`src/rtl/robot_motion_monitor.sv`:
```
// On-chip motion checker: map bounds, orientation code, single-step moves and stalls,
// with sticky flags, move counter and first-anomaly capture. Optional trace: MONITOR_TRACE_EN.
module robot_motion_monitor #(
  parameter  int ROWS        = 10,
  parameter  int COLS        = 20,
  parameter  int STALL_LIMIT = 8,
  parameter  int CNT_W       = 16,
  parameter  int TRACE_DEPTH = 16,
  localparam int TIW         = $clog2(TRACE_DEPTH)
) (
  input  logic             CLOCK_50,
  input  logic             reset,
  input  logic             sample,
  input  logic [5:0]       robot_row,
  input  logic [5:0]       robot_column,
  input  logic [2:0]       robot_orientation,
  input  logic             clear,
  output logic             anomaly,
  output logic [3:0]       anomaly_flags,
  output logic             first_valid,
  output logic [3:0]       first_code,
  output logic [5:0]       first_row,
  output logic [5:0]       first_col,
  output logic [CNT_W-1:0] move_count,
  input  logic [TIW-1:0]   trace_idx,
  output logic [11:0]      trace_data
);

  localparam int SW = $clog2(STALL_LIMIT);

  logic             anomaly_r;
  logic [3:0]       flags_r;
  logic             first_valid_r;
  logic [3:0]       first_code_r;
  logic [5:0]       first_row_r;
  logic [5:0]       first_col_r;
  logic [CNT_W-1:0] move_count_r;
  logic             prev_valid_r;
  logic [5:0]       prev_row_r;
  logic [5:0]       prev_col_r;
  logic [SW-1:0]    stall_cnt_r;

  logic             accept_s;
  logic             outside_s;
  logic             bad_ori_s;
  logic             same_pos_s;
  logic             moved_s;
  logic             illegal_step_s;
  logic             stall_hit_s;
  logic signed [6:0] drow_s;
  logic signed [6:0] dcol_s;
  logic [6:0]       adrow_s;
  logic [6:0]       adcol_s;
  logic [7:0]       step_dist_s;
  logic [3:0]       fail_s;

  // Per-sample checks evaluated on the current inputs against the stored reference
  always_comb begin
    accept_s   = sample && !clear;
    outside_s  = (robot_row == 6'd0) || (robot_row > 6'(ROWS)) ||
                 (robot_column == 6'd0) || (robot_column > 6'(COLS));
    bad_ori_s  = (robot_orientation > 3'd3);
    drow_s     = $signed({1'b0, robot_row}) - $signed({1'b0, prev_row_r});
    dcol_s     = $signed({1'b0, robot_column}) - $signed({1'b0, prev_col_r});
    if (drow_s[6]) begin
      adrow_s = 7'(-drow_s);
    end else begin
      adrow_s = 7'(drow_s);
    end
    if (dcol_s[6]) begin
      adcol_s = 7'(-dcol_s);
    end else begin
      adcol_s = 7'(dcol_s);
    end
    step_dist_s    = {1'b0, adrow_s} + {1'b0, adcol_s};
    same_pos_s     = prev_valid_r && (robot_row == prev_row_r) && (robot_column == prev_col_r);
    moved_s        = prev_valid_r && !same_pos_s;
    illegal_step_s = prev_valid_r && (step_dist_s > 8'd1);
    // Only the transition into the saturated count raises the stall, so one pulse per episode
    stall_hit_s    = same_pos_s && (stall_cnt_r == SW'(STALL_LIMIT - 2));
    fail_s         = {stall_hit_s, illegal_step_s, bad_ori_s, outside_s};
  end

  // Monitor state: flags, capture, counters and reference position
  always_ff @(posedge CLOCK_50 or negedge reset) begin
    if (!reset) begin
      anomaly_r     <= 1'b0;
      flags_r       <= 4'd0;
      first_valid_r <= 1'b0;
      first_code_r  <= 4'd0;
      first_row_r   <= 6'd0;
      first_col_r   <= 6'd0;
      move_count_r  <= '0;
      prev_valid_r  <= 1'b0;
      prev_row_r    <= 6'd0;
      prev_col_r    <= 6'd0;
      stall_cnt_r   <= '0;
    end else if (clear) begin
      anomaly_r     <= 1'b0;
      flags_r       <= 4'd0;
      first_valid_r <= 1'b0;
      first_code_r  <= 4'd0;
      first_row_r   <= 6'd0;
      first_col_r   <= 6'd0;
      move_count_r  <= '0;
      prev_valid_r  <= 1'b0;
      prev_row_r    <= 6'd0;
      prev_col_r    <= 6'd0;
      stall_cnt_r   <= '0;
    end else if (accept_s) begin
      anomaly_r    <= |fail_s;
      flags_r      <= flags_r | fail_s;
      prev_valid_r <= 1'b1;
      prev_row_r   <= robot_row;
      prev_col_r   <= robot_column;
      if (!first_valid_r && (|fail_s)) begin
        first_valid_r <= 1'b1;
        first_code_r  <= fail_s;
        first_row_r   <= robot_row;
        first_col_r   <= robot_column;
      end else begin
        first_valid_r <= first_valid_r;
      end
      if (moved_s && (move_count_r != {CNT_W{1'b1}})) begin
        move_count_r <= move_count_r + CNT_W'(1);
      end else begin
        move_count_r <= move_count_r;
      end
      if (!same_pos_s) begin
        stall_cnt_r <= '0;
      end else if (stall_cnt_r != SW'(STALL_LIMIT - 1)) begin
        stall_cnt_r <= stall_cnt_r + SW'(1);
      end else begin
        stall_cnt_r <= stall_cnt_r;
      end
    end else begin
      anomaly_r <= 1'b0;
    end
  end

  assign anomaly       = anomaly_r;
  assign anomaly_flags = flags_r;
  assign first_valid   = first_valid_r;
  assign first_code    = first_code_r;
  assign first_row     = first_row_r;
  assign first_col     = first_col_r;
  assign move_count    = move_count_r;

`ifdef MONITOR_TRACE_EN
  logic [11:0]  trace_mem_r [TRACE_DEPTH];
  logic [TIW-1:0] wp_r;
  logic [TIW:0]   fill_r;
  logic [11:0]    trace_data_r;
  logic [TIW-1:0] rd_ptr_s;

  assign rd_ptr_s = wp_r - TIW'(1) - trace_idx;

  // Trace storage; unwritten slots are masked by the fill count, so no reset is needed
  always_ff @(posedge CLOCK_50) begin
    if (accept_s) begin
      trace_mem_r[wp_r] <= {robot_row, robot_column};
    end
  end

  // Trace write pointer, fill count and registered read port
  always_ff @(posedge CLOCK_50 or negedge reset) begin
    if (!reset) begin
      wp_r         <= '0;
      fill_r       <= '0;
      trace_data_r <= 12'd0;
    end else if (clear) begin
      wp_r         <= '0;
      fill_r       <= '0;
      trace_data_r <= 12'd0;
    end else begin
      if (accept_s) begin
        wp_r <= wp_r + TIW'(1);
        if (fill_r != (TIW+1)'(TRACE_DEPTH)) begin
          fill_r <= fill_r + (TIW+1)'(1);
        end else begin
          fill_r <= fill_r;
        end
      end else begin
        wp_r <= wp_r;
      end
      if ({1'b0, trace_idx} < fill_r) begin
        trace_data_r <= trace_mem_r[rd_ptr_s];
      end else begin
        trace_data_r <= 12'd0;
      end
    end
  end

  assign trace_data = trace_data_r;
`else
  logic unused_trace_idx_s;
  assign unused_trace_idx_s = ^trace_idx;
  assign trace_data         = 12'd0;
`endif

endmodule

```
`config.mk`:
```
export PLATFORM = sky130hd
export DESIGN_NAME = robot_motion_monitor
export DESIGN_NICKNAME = d
export VERILOG_FILES = /design/src/rtl/robot_motion_monitor.sv
export SDC_FILE = /design/constraint.sdc
export NUM_CORES = 1
export LEC_CHECK = 0
export ABC_AREA = 0
export CAP_MARGIN = 20
export CORE_MARGIN = 5
export CORE_UTILIZATION = 45
export DETAILED_ROUTE_END_ITERATION = 10
export GPL_TIMING_DRIVEN = 0
export PLACE_DENSITY = 0.81
export REMOVE_ABC_BUFFERS = 1
export SLEW_MARGIN = 10
export SYNTH_ARGS = -nofsm -noshare
export SYNTH_HDL_FRONTEND = slang
export SYNTH_SLANG_ARGS = --single-unit
```
`constraint.sdc`:
```
create_clock -name CLOCK_50 -period 10.1 [get_ports CLOCK_50]
set_input_delay 1.01 -clock CLOCK_50 [delete_from_list [all_inputs] [get_ports CLOCK_50]]
set_output_delay 1.01 -clock CLOCK_50 [all_outputs]
set_load 0.005 [all_outputs]
```
==> flow_summary.yaml <==
synth:
  synth.cell_area_mm2: 0.00375
  async_flop_share_pct: 100
  syn_inst: 436
  syn_area_per_cell_um2: 8.60
  yosys.cell_types.count: 51
  yosysWarnings: 0
  synth_seq_area_share_pct: 36.0
  synth_edf_count: 0
  ys_seq_elements: 54
  synthFlopType: "dfrtp_1"
clocking:
  post_cts_buffers: 0
  cts_tree: "done"
  cts_max_level: 2
  root_buffer: "clkbuf_8"
  holdBufCountCts: 0
  cts_buffer_depth: 2
  numCtsBuffers: 5
  clkSinkCount: 54
  post_cts_resized: 0
  cts.clk_slew.worst_paths_ns: 0.10
  clk_latency_ns: 0.30
sta:
  min_period_ns: 5.51
  fmaxAchievable_ghz: 0.182
  tightest_slew_ns: 0.961
  slew_headroom_pct: 35.5
  drv_slew: 0
  hold_viol_final: 0
  setup_violations: 0
  rsz0062_at_grt: "no"
  setup-tns-final_ns: 0
  min_period_over_period_pct: 54.5
  skew_ns: 0.00672
setup_path:
  worstRegToRegCells: 13
  slowest_stage: "or3_1"
  required_ns: 10.35
  cp-end-kind: "flip-flop"
  crit_buf_inv: 2
  path_cells: "clkdlybuf4s50_1 -> inv_1 -> ha_1 -> fa_1 -> nand2b_1 -> a21oi_1 -> xor2_1 -> or4_1 -> nor2_1 -> ha_1 -> or4_1 -> o41a_1 -> or3_1 -> nor3_1 -> a311o_1"
  cp-start-kind: "primary input"
  regToRegEndpoint: "first_row[5]"
  worst-path-max-fanout: 23
  r2r_start: "prev_col_r[0]"
  ff2ff_setup_slack_ns: 5.53
  crit_family: "simple AND/OR/NAND/NOR gates"
  path_class: "in2reg"
  crit_arrival_ns: 5.75
  cp_slowest_stage_delay_ns: 0.72
finish:
  stdcell_count: 586
  layout.nets: 531
  layout_commonest_cell: "nor2_1"
  layout_common_cells: "nor2_1, dfrtp_1, clkdlybuf4s50_1"
  diodes: 0
  syn_to_final_growth_pct: 17.7
  drive_above_1_share_pct: 3.74
drt:
  drtIter0Drc: 264
  vias: 3403
  wl_met2_um: 4430
  top_layer: "met4"
  routed_via_density: 5.81
  wl_met3_um: 641
  first_pass_iters: 5
  drc: 0
  routed_wl_um: 9240
  avgRoutedWirePerCell_um: 15.8
  wl_met1_um: 4000
  final_antenna_net_count: 0
grt:
  grt_max_degree: 49
  grt_usage_pct: 18.7
  grt_pass1_vias: 3282
  grt_overflow: 0
  grt_pass1_wl_um: 15700
  antenna_found_initial: 0
floorplanning:
  fp.coreArea_mm2: 0.00818
  io_pins: 73
  die_w_um: 101
  die_area_mm2: 0.0103
  dieHeight_um: 101
  start_util_pct: 45.9
  rows: 33
placement:
  placed_cells: 577
  dp_hpwl_um: 6730
  place_congestion: 0.839
  io_buffers: 54
worst_hold_path:
  hold_depth: 2
  hold_class: "reg2reg"
  hp-start: "anomaly_flags[2]"
  whs_endpoint: "anomaly_flags[2]"
run_status:
  status: "finished clean"
power_and_ir_drop:
  vdd_drop_max_mv: 0.0602
  p_leak_nw: 1.91
  p_per_area_mw_per_mm2: 120
flow_run:
  drv_cap: 0
[report_power, final]
| group | internal, mW | switching [mW] |
|---|---|---|
| logic | 0.0720 | 0.0978 |
| clock network | 0.0555 | 0.0694 |
| registers | 0.228 | 0.00795 |
| total | 0.355 | 0.175 |
[worst reg2reg max path, stage by stage, from the launching register on]
cell      delay [ns]
dfrtp_1         0.39
ha_1            0.21
fa_1            0.40
nand2b_1        0.16
a21oi_1         0.26
xor2_1          0.16
or4_1           0.49
nor2_1          0.10
ha_1            0.23
or4_1           0.51
o41a_1          0.40
or3_1           0.72
nor3_1          0.33
a311o_1         0.16
[metal layers]
| layer | vias up | global-route usage, % |
|---|---|---|
| met3 | 17 | 4.27 |
| li1 | 1625 | - |
| met4 | 0 | 5.32 |
| met2 | 112 | 30.3 |
| met1 | 1649 | 25.1 |
| met5 | - | 0 |
[per-stage QoR]
step	setup WS, ns	power, mW	utilization [%]	hold WS, ns	cell area, um^2
2_1_floorplan	5.27	0.344	-	0.486	3620
3_3_place_gp	4.36	0.401	52.5	0.478	4290
3_5_place_dp	4.30	0.409	52.7	0.487	4310
4_1_cts	4.62	0.534	53.8	0.504	4400
5_1_grt	4.33	0.571	54.0	0.520	4410
6_report	4.59	0.530	54.0	0.502	4410
[registers in the layout, indices dropped and copies added (netlist names)]
signal and flops:
move_count 16, first_col 6, first_row 6, prev_col_r 6, prev_row_r 6, anomaly_flags 4
first_code 4, stall_cnt_r 3, anomaly 1, first_valid 1, prev_valid_r 1
[cells by family after synthesis]
logic type,share of synthesized area [%]
simple gates,22.5
compound gates,16.5
other cells,0.100
xor+xnor,3.50
fa+ha+maj,9.95
buf+inv,7.01
mux,4.41
flops,36.0
[cell type report]
type	count	area (um^2)
clock inverter	1	5.00
clock buffer	7	86.3
fill	724	3760
sequential	54	1350
tap	105	131
inverter	25	93.8
multi-input combinational	338	2180
timing repair buffer	56	566
[cell usage after synthesis (3+ instances only)]
cell type / n / area, um^2
a21oi_1: 32 / 160
nand2_1: 45 / 169
a31oi_1: 3 / 18.8
nand3_1: 9 / 45.0
buf_2: 3 / 15.0
a22oi_1: 3 / 22.5
nand4_1: 7 / 43.8
or4_1: 9 / 67.6
xor2_1: 7 / 61.3
and3_1: 8 / 50.1
nor2_1: 59 / 221
mux2i_1: 12 / 120
o31ai_1: 6 / 45.0
a211oi_1: 4 / 30.0
clkbuf_1: 13 / 48.8
nor2b_1: 6 / 37.5
a21o_1: 3 / 22.5
o311ai_1: 9 / 78.8
nand2b_1: 3 / 18.8
inv_1: 25 / 93.8
fa_1: 3 / 60.1
or3_1: 5 / 31.3
o21ai_0: 9 / 45.0
a311o_1: 4 / 40.0
nor4_1: 5 / 31.3
mux2_2: 4 / 45.0
buf_4: 12 / 90.1
nor3_1: 13 / 65.1
xnor2_1: 8 / 70.1
dfrtp_1: 54 / 1350
ha_1: 25 / 313
[how the worst max path moves through the flow]
stage | from | cells past startpoint | slack [ns] | end
2_1_floorplan | robot_column[0] | 14 | 5.27 | first_col[5]
3_3_place_gp | robot_column[0] | 14 | 4.36 | first_col[2]
3_5_place_dp | robot_column[0] | 15 | 4.30 | first_row[5]
4_1_cts | robot_column[0] | 15 | 4.62 | first_row[5]
5_1_grt | robot_column[0] | 15 | 4.33 | first_col[1]
6_report | robot_column[0] | 15 | 4.59 | first_row[5]
No activity file was read; power rests on OpenSTA's default activity.
